--- src/rtl/tmds_decoder_if.sv ---
// Channel-side signals of one TMDS colour-channel decoder: raw words in, decoded symbol out.
// The slave modport belongs to the decoder; the master modport to whatever feeds it.
interface tmds_decoder_if;
    logic [9:0] tmds_in;
    logic [7:0] data_out;
    logic [1:0] ctrl_out;
    logic       de_out;
    logic       locked_out;
    logic [3:0] offset_out;

    modport master (
        output tmds_in,
        input  data_out,
        input  ctrl_out,
        input  de_out,
        input  locked_out,
        input  offset_out
    );

    modport slave (
        input  tmds_in,
        output data_out,
        output ctrl_out,
        output de_out,
        output locked_out,
        output offset_out
    );
endinterface

--- src/rtl/tmds_decoder.sv ---
// TMDS receive decoder for one colour channel: bit-slips over a 20-bit window until control
// tokens repeat, then decodes each aligned symbol to pixel data or control.
module tmds_decoder #(
    parameter int unsigned LOCK_COUNT     = 8,
    parameter int unsigned SEARCH_TIMEOUT = 2048,
    parameter int unsigned LOSS_TIMEOUT   = 2048
) (
    input  logic          clk_in,
    input  logic          rst_in,
    tmds_decoder_if.slave bus
);

    localparam int unsigned TimerMax = (SEARCH_TIMEOUT > LOSS_TIMEOUT) ? SEARCH_TIMEOUT
                                                                      : LOSS_TIMEOUT;
    localparam int unsigned TimerW   = (TimerMax > 2) ? $clog2(TimerMax) : 1;
    localparam int unsigned RunW     = (LOCK_COUNT > 2) ? $clog2(LOCK_COUNT) : 1;

    typedef enum logic {StSearch, StLocked} state_e;

    state_e              state_q, state_d;
    logic [9:0]          s0_q, s1_q;
    logic [3:0]          offset_q, offset_d;
    logic [RunW-1:0]     run_q, run_d;
    logic [TimerW-1:0]   timer_q, timer_d;
    logic [7:0]          data_q, data_d;
    logic [1:0]          ctrl_q, ctrl_d;
    logic                de_q, de_d;

    logic [19:0] window;
    logic [9:0]  aligned;
    logic        is_ctrl;
    logic [1:0]  token;
    logic [7:0]  d_prime;
    logic [7:0]  d;

    // s0 holds the newer word, so nonzero offsets pull their upper bits from it.
    assign window  = {s0_q, s1_q};
    assign aligned = window[offset_q +: 10];

    always_comb begin
        is_ctrl = 1'b1;
        token   = 2'b00;
        case (aligned)
            10'b1101010100: token = 2'b00;
            10'b0010101011: token = 2'b01;
            10'b0101010100: token = 2'b10;
            10'b1010101011: token = 2'b11;
            default:        is_ctrl = 1'b0;
        endcase
    end

    always_comb begin
        d_prime = aligned[9] ? ~aligned[7:0] : aligned[7:0];
        d       = '0;
        d[0]    = d_prime[0];
        for (int i = 1; i < 8; i++) begin
            d[i] = aligned[8] ? (d_prime[i] ^ d_prime[i-1]) : ~(d_prime[i] ^ d_prime[i-1]);
        end
    end

    always_comb begin
        state_d  = state_q;
        offset_d = offset_q;
        run_d    = run_q;
        timer_d  = timer_q;
        unique case (state_q)
            StSearch: begin
                timer_d = timer_q + 1'b1;
                run_d   = is_ctrl ? run_q + 1'b1 : '0;
                // Lock wins over a slip falling on the same cycle.
                if (is_ctrl && (run_q == RunW'(LOCK_COUNT - 1))) begin
                    state_d = StLocked;
                    timer_d = '0;
                    run_d   = '0;
                end else if (timer_q == TimerW'(SEARCH_TIMEOUT - 1)) begin
                    offset_d = (offset_q == 4'd9) ? 4'd0 : offset_q + 4'd1;
                    timer_d  = '0;
                    run_d    = '0;
                end
            end
            StLocked: begin
                if (is_ctrl) begin
                    timer_d = '0;
                end else if (timer_q == TimerW'(LOSS_TIMEOUT - 1)) begin
                    state_d = StSearch;
                    timer_d = '0;
                    run_d   = '0;
                end else begin
                    timer_d = timer_q + 1'b1;
                end
            end
            default: state_d = StSearch;
        endcase
    end

    // Outputs are gated by the state before the edge, hence one cycle behind locked_out.
    always_comb begin
        data_d = '0;
        ctrl_d = '0;
        de_d   = 1'b0;
        if (state_q == StLocked) begin
            de_d   = ~is_ctrl;
            data_d = is_ctrl ? 8'h00 : d;
            ctrl_d = is_ctrl ? token : 2'b00;
        end
    end

    always_ff @(posedge clk_in or posedge rst_in) begin
        if (rst_in) begin
            state_q  <= StSearch;
            s0_q     <= '0;
            s1_q     <= '0;
            offset_q <= '0;
            run_q    <= '0;
            timer_q  <= '0;
            data_q   <= '0;
            ctrl_q   <= '0;
            de_q     <= 1'b0;
        end else begin
            state_q  <= state_d;
            s0_q     <= bus.tmds_in;
            s1_q     <= s0_q;
            offset_q <= offset_d;
            run_q    <= run_d;
            timer_q  <= timer_d;
            data_q   <= data_d;
            ctrl_q   <= ctrl_d;
            de_q     <= de_d;
        end
    end

    assign bus.data_out   = data_q;
    assign bus.ctrl_out   = ctrl_q;
    assign bus.de_out     = de_q;
    assign bus.locked_out = (state_q == StLocked);
    assign bus.offset_out = offset_q;

endmodule
--- src/flat_wrapper.sv ---
// flat-port wrapper written by rule: the top's interface ports become plain ports
module tmds_decoder_flat 
#(
    parameter int unsigned LOCK_COUNT     = 8,
    parameter int unsigned SEARCH_TIMEOUT = 2048,
    parameter int unsigned LOSS_TIMEOUT   = 2048
)
  (clk_in, rst_in, bus_tmds_in, bus_data_out, bus_ctrl_out, bus_de_out, bus_locked_out, bus_offset_out);
  tmds_decoder_if bus_i ();
  input  logic clk_in;
  input  logic rst_in;
  input wire logic [$bits(bus_i.tmds_in)-1:0] bus_tmds_in;
  output wire logic [$bits(bus_i.data_out)-1:0] bus_data_out;
  output wire logic [$bits(bus_i.ctrl_out)-1:0] bus_ctrl_out;
  output wire logic [$bits(bus_i.de_out)-1:0] bus_de_out;
  output wire logic [$bits(bus_i.locked_out)-1:0] bus_locked_out;
  output wire logic [$bits(bus_i.offset_out)-1:0] bus_offset_out;
  assign bus_i.tmds_in = bus_tmds_in;
  assign bus_data_out = bus_i.data_out;
  assign bus_ctrl_out = bus_i.ctrl_out;
  assign bus_de_out = bus_i.de_out;
  assign bus_locked_out = bus_i.locked_out;
  assign bus_offset_out = bus_i.offset_out;
  tmds_decoder #(.LOCK_COUNT(LOCK_COUNT), .SEARCH_TIMEOUT(SEARCH_TIMEOUT), .LOSS_TIMEOUT(LOSS_TIMEOUT)) u_core (.clk_in(clk_in), .rst_in(rst_in), .bus(bus_i));
endmodule
--- config.mk ---
export PLATFORM = sky130hd
export DESIGN_NAME = tmds_decoder_flat
export DESIGN_NICKNAME = d
export VERILOG_FILES = /design/src/rtl/tmds_decoder_if.sv /design/src/rtl/tmds_decoder.sv /design/src/flat_wrapper.sv
export SDC_FILE = /design/constraint.sdc
export NUM_CORES = 1
export LEC_CHECK = 0
export BUFFER_PORTS_ARGS = -buffer_cell sky130_fd_sc_hd__buf_2
export CAP_MARGIN = 20
export CORE_ASPECT_RATIO = 1.1
export CORE_MARGIN = 4
export CORE_UTILIZATION = 54
export CTS_BUF_LIST = sky130_fd_sc_hd__clkbuf_8
export DETAILED_ROUTE_END_ITERATION = 7
export GPL_TIMING_DRIVEN = 0
export PLACE_DENSITY_LB_ADDON = 0.15
export SLEW_MARGIN = 20
export SYNTH_ARGS = -nofsm -noshare
export SYNTH_HDL_FRONTEND = slang
export SYNTH_SLANG_ARGS = --single-unit
--- constraint.sdc ---
create_clock -name clk_in -period 4.4 [get_ports clk_in]
set_input_delay 0.22 -clock clk_in [delete_from_list [all_inputs] [get_ports clk_in]]
set_output_delay 0.22 -clock clk_in [all_outputs]
set_load 0.05 [all_outputs]
==> results.ini <==
[synth]
asyncSetResetFlopFracSynth=1.00
synthAdderAreaFrac=0.0471
synth_cell_types=49
main_combinational_cell_family_by_area_after_synthesis=multiplexers
yosys.area_share.simple=0.134
mappedNetlistNets=274
compound_cell_area_share_of_the_yosys_netlist=0.0942
netlist_area_um2=2920
ys_dominant_reg_cell=sky130_fd_sc_hd__dfrtp_1
synth.mux.area_fraction=0.214
ys_warns=0
yosysSeqAreaShare=0.428
synthesis.instances=251
synth.avg_cell_area_um2=11.6
number_of_flops_mapped_to_enable_cells_by_yosys=0
synth.ff_latch_count=50
yosys.area_share.xor_xnor=0.0390

[floorplanning]
die_area_um2=6650
vert_die_dim_um=85.1
start_util=0.569
core_region_area_um2=5130
io_pins=28
die_width_um=78.1
core.rowCount=27

[timing]
whs_ps=14.9
totalNegativeSetupSlack_ps=0
report.final.hold_viol_count=0
postLayoutSetupSlackWorst_ps=742
timing.final.crit_share=0.831
setup_viol=0
tightest_slew_ps=845
fmax_mhz=273
relSlewSlack=0.432
fin_worst_skew_ps=5.57
timing_max_transition_violations_final=0
grt_setup_unrepaired=false
post-route-min-period_ps=3660

[min_path]
hold_path_end=u_core.s0_q[1]
worst_hold_path.num_cells=1
worstHoldStart=bus_tmds_in[1]
hold_path_class=input port to flip-flop

[global_routing]
via_count_of_the_first_global_routing_pass=2169
grt-ovfl-total=0
grt_antenna_before_repair=0
grt_max_degree=27
grt_first_pass_wirelength_um=10400
grtUsageTotal=0.196

[detailed_routing]
drcViolationCount=0
antenna_nets_post_route=0
via_count=2106
first_pass_iters=4
detail_route.wl_per_cell_um=16.4
route.detailed.vias_per_inst=5.85
wl_um=5890
drtIter0Drc=113

[finish]
signed_area_change_from_the_synthesized_netlist_to_the_final_layout_pct=12.6
post_route_cells_drive_above_1_share=0.253
stdcell_count=360
final.fill_count=443
post-route-util=0.641
finish.net_count=310
final_instance_area_um2=3290
antenna_cells=0

[clocking]
cts_max_level=2
cts_num_sinks=50
cts_root_buffer=sky130_fd_sc_hd__clkbuf_8
path_clk_slew_ps=90
post_cts.repair.setup_buffers=0
cts_repair_resized_insts=0
cts.path.max_buffers=2
clk-insertion-delay-late_ps=300
cts_made_buffers=5
tritoncts=built

[setup_path]
reg2regPathDepth=11
endpoint_kind=flip-flop
rr_endpoint=u_core.bus.offset_out[3]
r2r_slack_ps=740
critical_path.max_fanout=10
timing.critical_path.from_type=flip-flop
critPathRequiredTime_ps=4580
regToRegStartpoint=u_core.bus.offset_out[1]
worstSetupPathType=flip-flop to flip-flop
cp.arrival_ps=3840

[placement]
dp.cells=351
pre_cts_ws_ps=754
place_area_um2=3170
numPortBuffers=27
place_congestion=0.874
hpwl_after_dpl_um=4540

[outcome]
status=completed

[run]
maxCapViolCount=0

[power]
static-leakage-power_nw=1.46
power.density_nw_per_um2=282
largest_voltage_drop_on_the_vdd_net_mv=0.194
total_power_of_the_final_layout_mw=0.928

-- logic make-up after synthesis --
family,count (synthesis)
AND/OR/NAND/NOR,71
XOR/XNOR,13
adder cells (fa/ha/maj),11
AO/OA/AOI/OAI,39
buffers and inverters,28
flip-flops,50
multiplexers,39
-- final cells by class --
| class | instances | area [um2] | area share |
|---|---|---|---|
| Timing Repair Buffer | 29 | 165 | 0.0502 |
| Buffer | 13 | 68.8 | 0.0209 |
| Clock inverter | 3 | 43.8 | 0.0133 |
| Inverter | 15 | 56.3 | 0.0171 |
| Sequential cell | 50 | 1250 | 0.380 |
| Multi-Input combinational cell | 173 | 1550 | 0.470 |
| Tap cell | 72 | 90.1 | 0.0274 |
| Clock buffer | 5 | 68.8 | 0.0209 |
-- sequential cells by signal, indices dropped and copies added (netlist names), 2 cells and up --
signal                 flops
u_core.bus.offset_out      4
u_core.bus.ctrl_out        2
u_core.timer_q            11
u_core.bus.data_out        8
u_core.s0_q               10
u_core.run_q               3
u_core.s1_q               10
-- worst max path at each step --
stage | slack, ps | start | to
final | 740 | u_core.bus.offset_out[1] | u_core.bus.offset_out[3]
after global routing | 530 | u_core.bus.offset_out[0] | u_core.bus.offset_out[3]
after CTS | 710 | u_core.bus.offset_out[1] | u_core.bus.offset_out[3]
after detailed placement | 750 | u_core.bus.offset_out[1] | u_core.bus.offset_out[3]
after global placement | 810 | u_core.bus.offset_out[1] | u_core.bus.offset_out[3]
after floorplan | 800 | u_core.bus.offset_out[0] | u_core.bus.offset_out[3]
-- synthesized netlist by cell type (3+ instances only) --
library cell | n | area, um2
sky130_fd_sc_hd__mux4_2 | 17 | 383
sky130_fd_sc_hd__nand4_1 | 4 | 25.0
sky130_fd_sc_hd__buf_2 | 4 | 20.0
sky130_fd_sc_hd__xor2_1 | 8 | 70.1
sky130_fd_sc_hd__a21oi_1 | 6 | 30.0
sky130_fd_sc_hd__mux2_2 | 7 | 78.8
sky130_fd_sc_hd__ha_1 | 11 | 138
sky130_fd_sc_hd__dfrtp_1 | 50 | 1250
sky130_fd_sc_hd__nand2_1 | 7 | 26.3
sky130_fd_sc_hd__xnor2_1 | 5 | 43.8
sky130_fd_sc_hd__a22oi_1 | 5 | 37.5
sky130_fd_sc_hd__clkbuf_1 | 6 | 22.5
sky130_fd_sc_hd__inv_1 | 14 | 52.6
sky130_fd_sc_hd__o21ai_0 | 7 | 35.0
sky130_fd_sc_hd__mux2i_1 | 13 | 130
sky130_fd_sc_hd__o211ai_1 | 4 | 30.0
sky130_fd_sc_hd__nor3_1 | 9 | 45.0
sky130_fd_sc_hd__nor2_1 | 14 | 52.6
sky130_fd_sc_hd__nand3_1 | 12 | 60.1
sky130_fd_sc_hd__a211oi_1 | 3 | 22.5
sky130_fd_sc_hd__nor2b_1 | 5 | 31.3
sky130_fd_sc_hd__or3_1 | 6 | 37.5
-- placed cells by master (no fill, tap or decap), drive strengths merged, types with 3 or more instances in the layout --
master  count
clkbuf     11
ha         11
mux4       17
buf        35
dfrtp      50
mux2        8
mux2i      14
nand4       4
nor2b       5
nor2       14
a21oi       6
o21ai       8
nand2       7
a211oi      3
or3         6
a22oi       5
nand3      13
xor2        8
xnor2       5
o211ai      4
nor3        9
inv        16
-- metal layers --
| metal | wire (um) | share of wire | global-route usage |
|---|---|---|---|
| met5 | 0 | 0 | 0 |
| met4 | 77 | 0.013 | 0.0429 |
| met3 | 267 | 0.045 | 0.0340 |
| met2 | 2850 | 0.48 | 0.332 |
| met1 | 2700 | 0.46 | 0.266 |
-- what timing repair did --
item | 4_1_cts | 5_1_grt
setup endpoints to repair | 0 | 0
hold buffers | 1 | 0
endpoints found under the hold margin | 24 | 0
-- worst max-delay path, stage by stage (launching register included) --
cell and delay (ps):
sky130_fd_sc_hd__dfrtp_1 490, sky130_fd_sc_hd__buf_6 210, sky130_fd_sc_hd__mux4_2 520, sky130_fd_sc_hd__mux2_2 310, sky130_fd_sc_hd__mux2i_1 340, sky130_fd_sc_hd__inv_1 90
sky130_fd_sc_hd__ha_1 220, sky130_fd_sc_hd__and4_1 220, sky130_fd_sc_hd__nand3_1 110, sky130_fd_sc_hd__mux2i_1 160, sky130_fd_sc_hd__or4_1 540, sky130_fd_sc_hd__a221o_1 330
-- power breakdown --
group / switching, mW / internal [mW]
clock: 0.155 / 0.170
combinational: 0.0454 / 0.0450
sequential: 0.0280 / 0.484
Power figures use the tool's default switching activity.
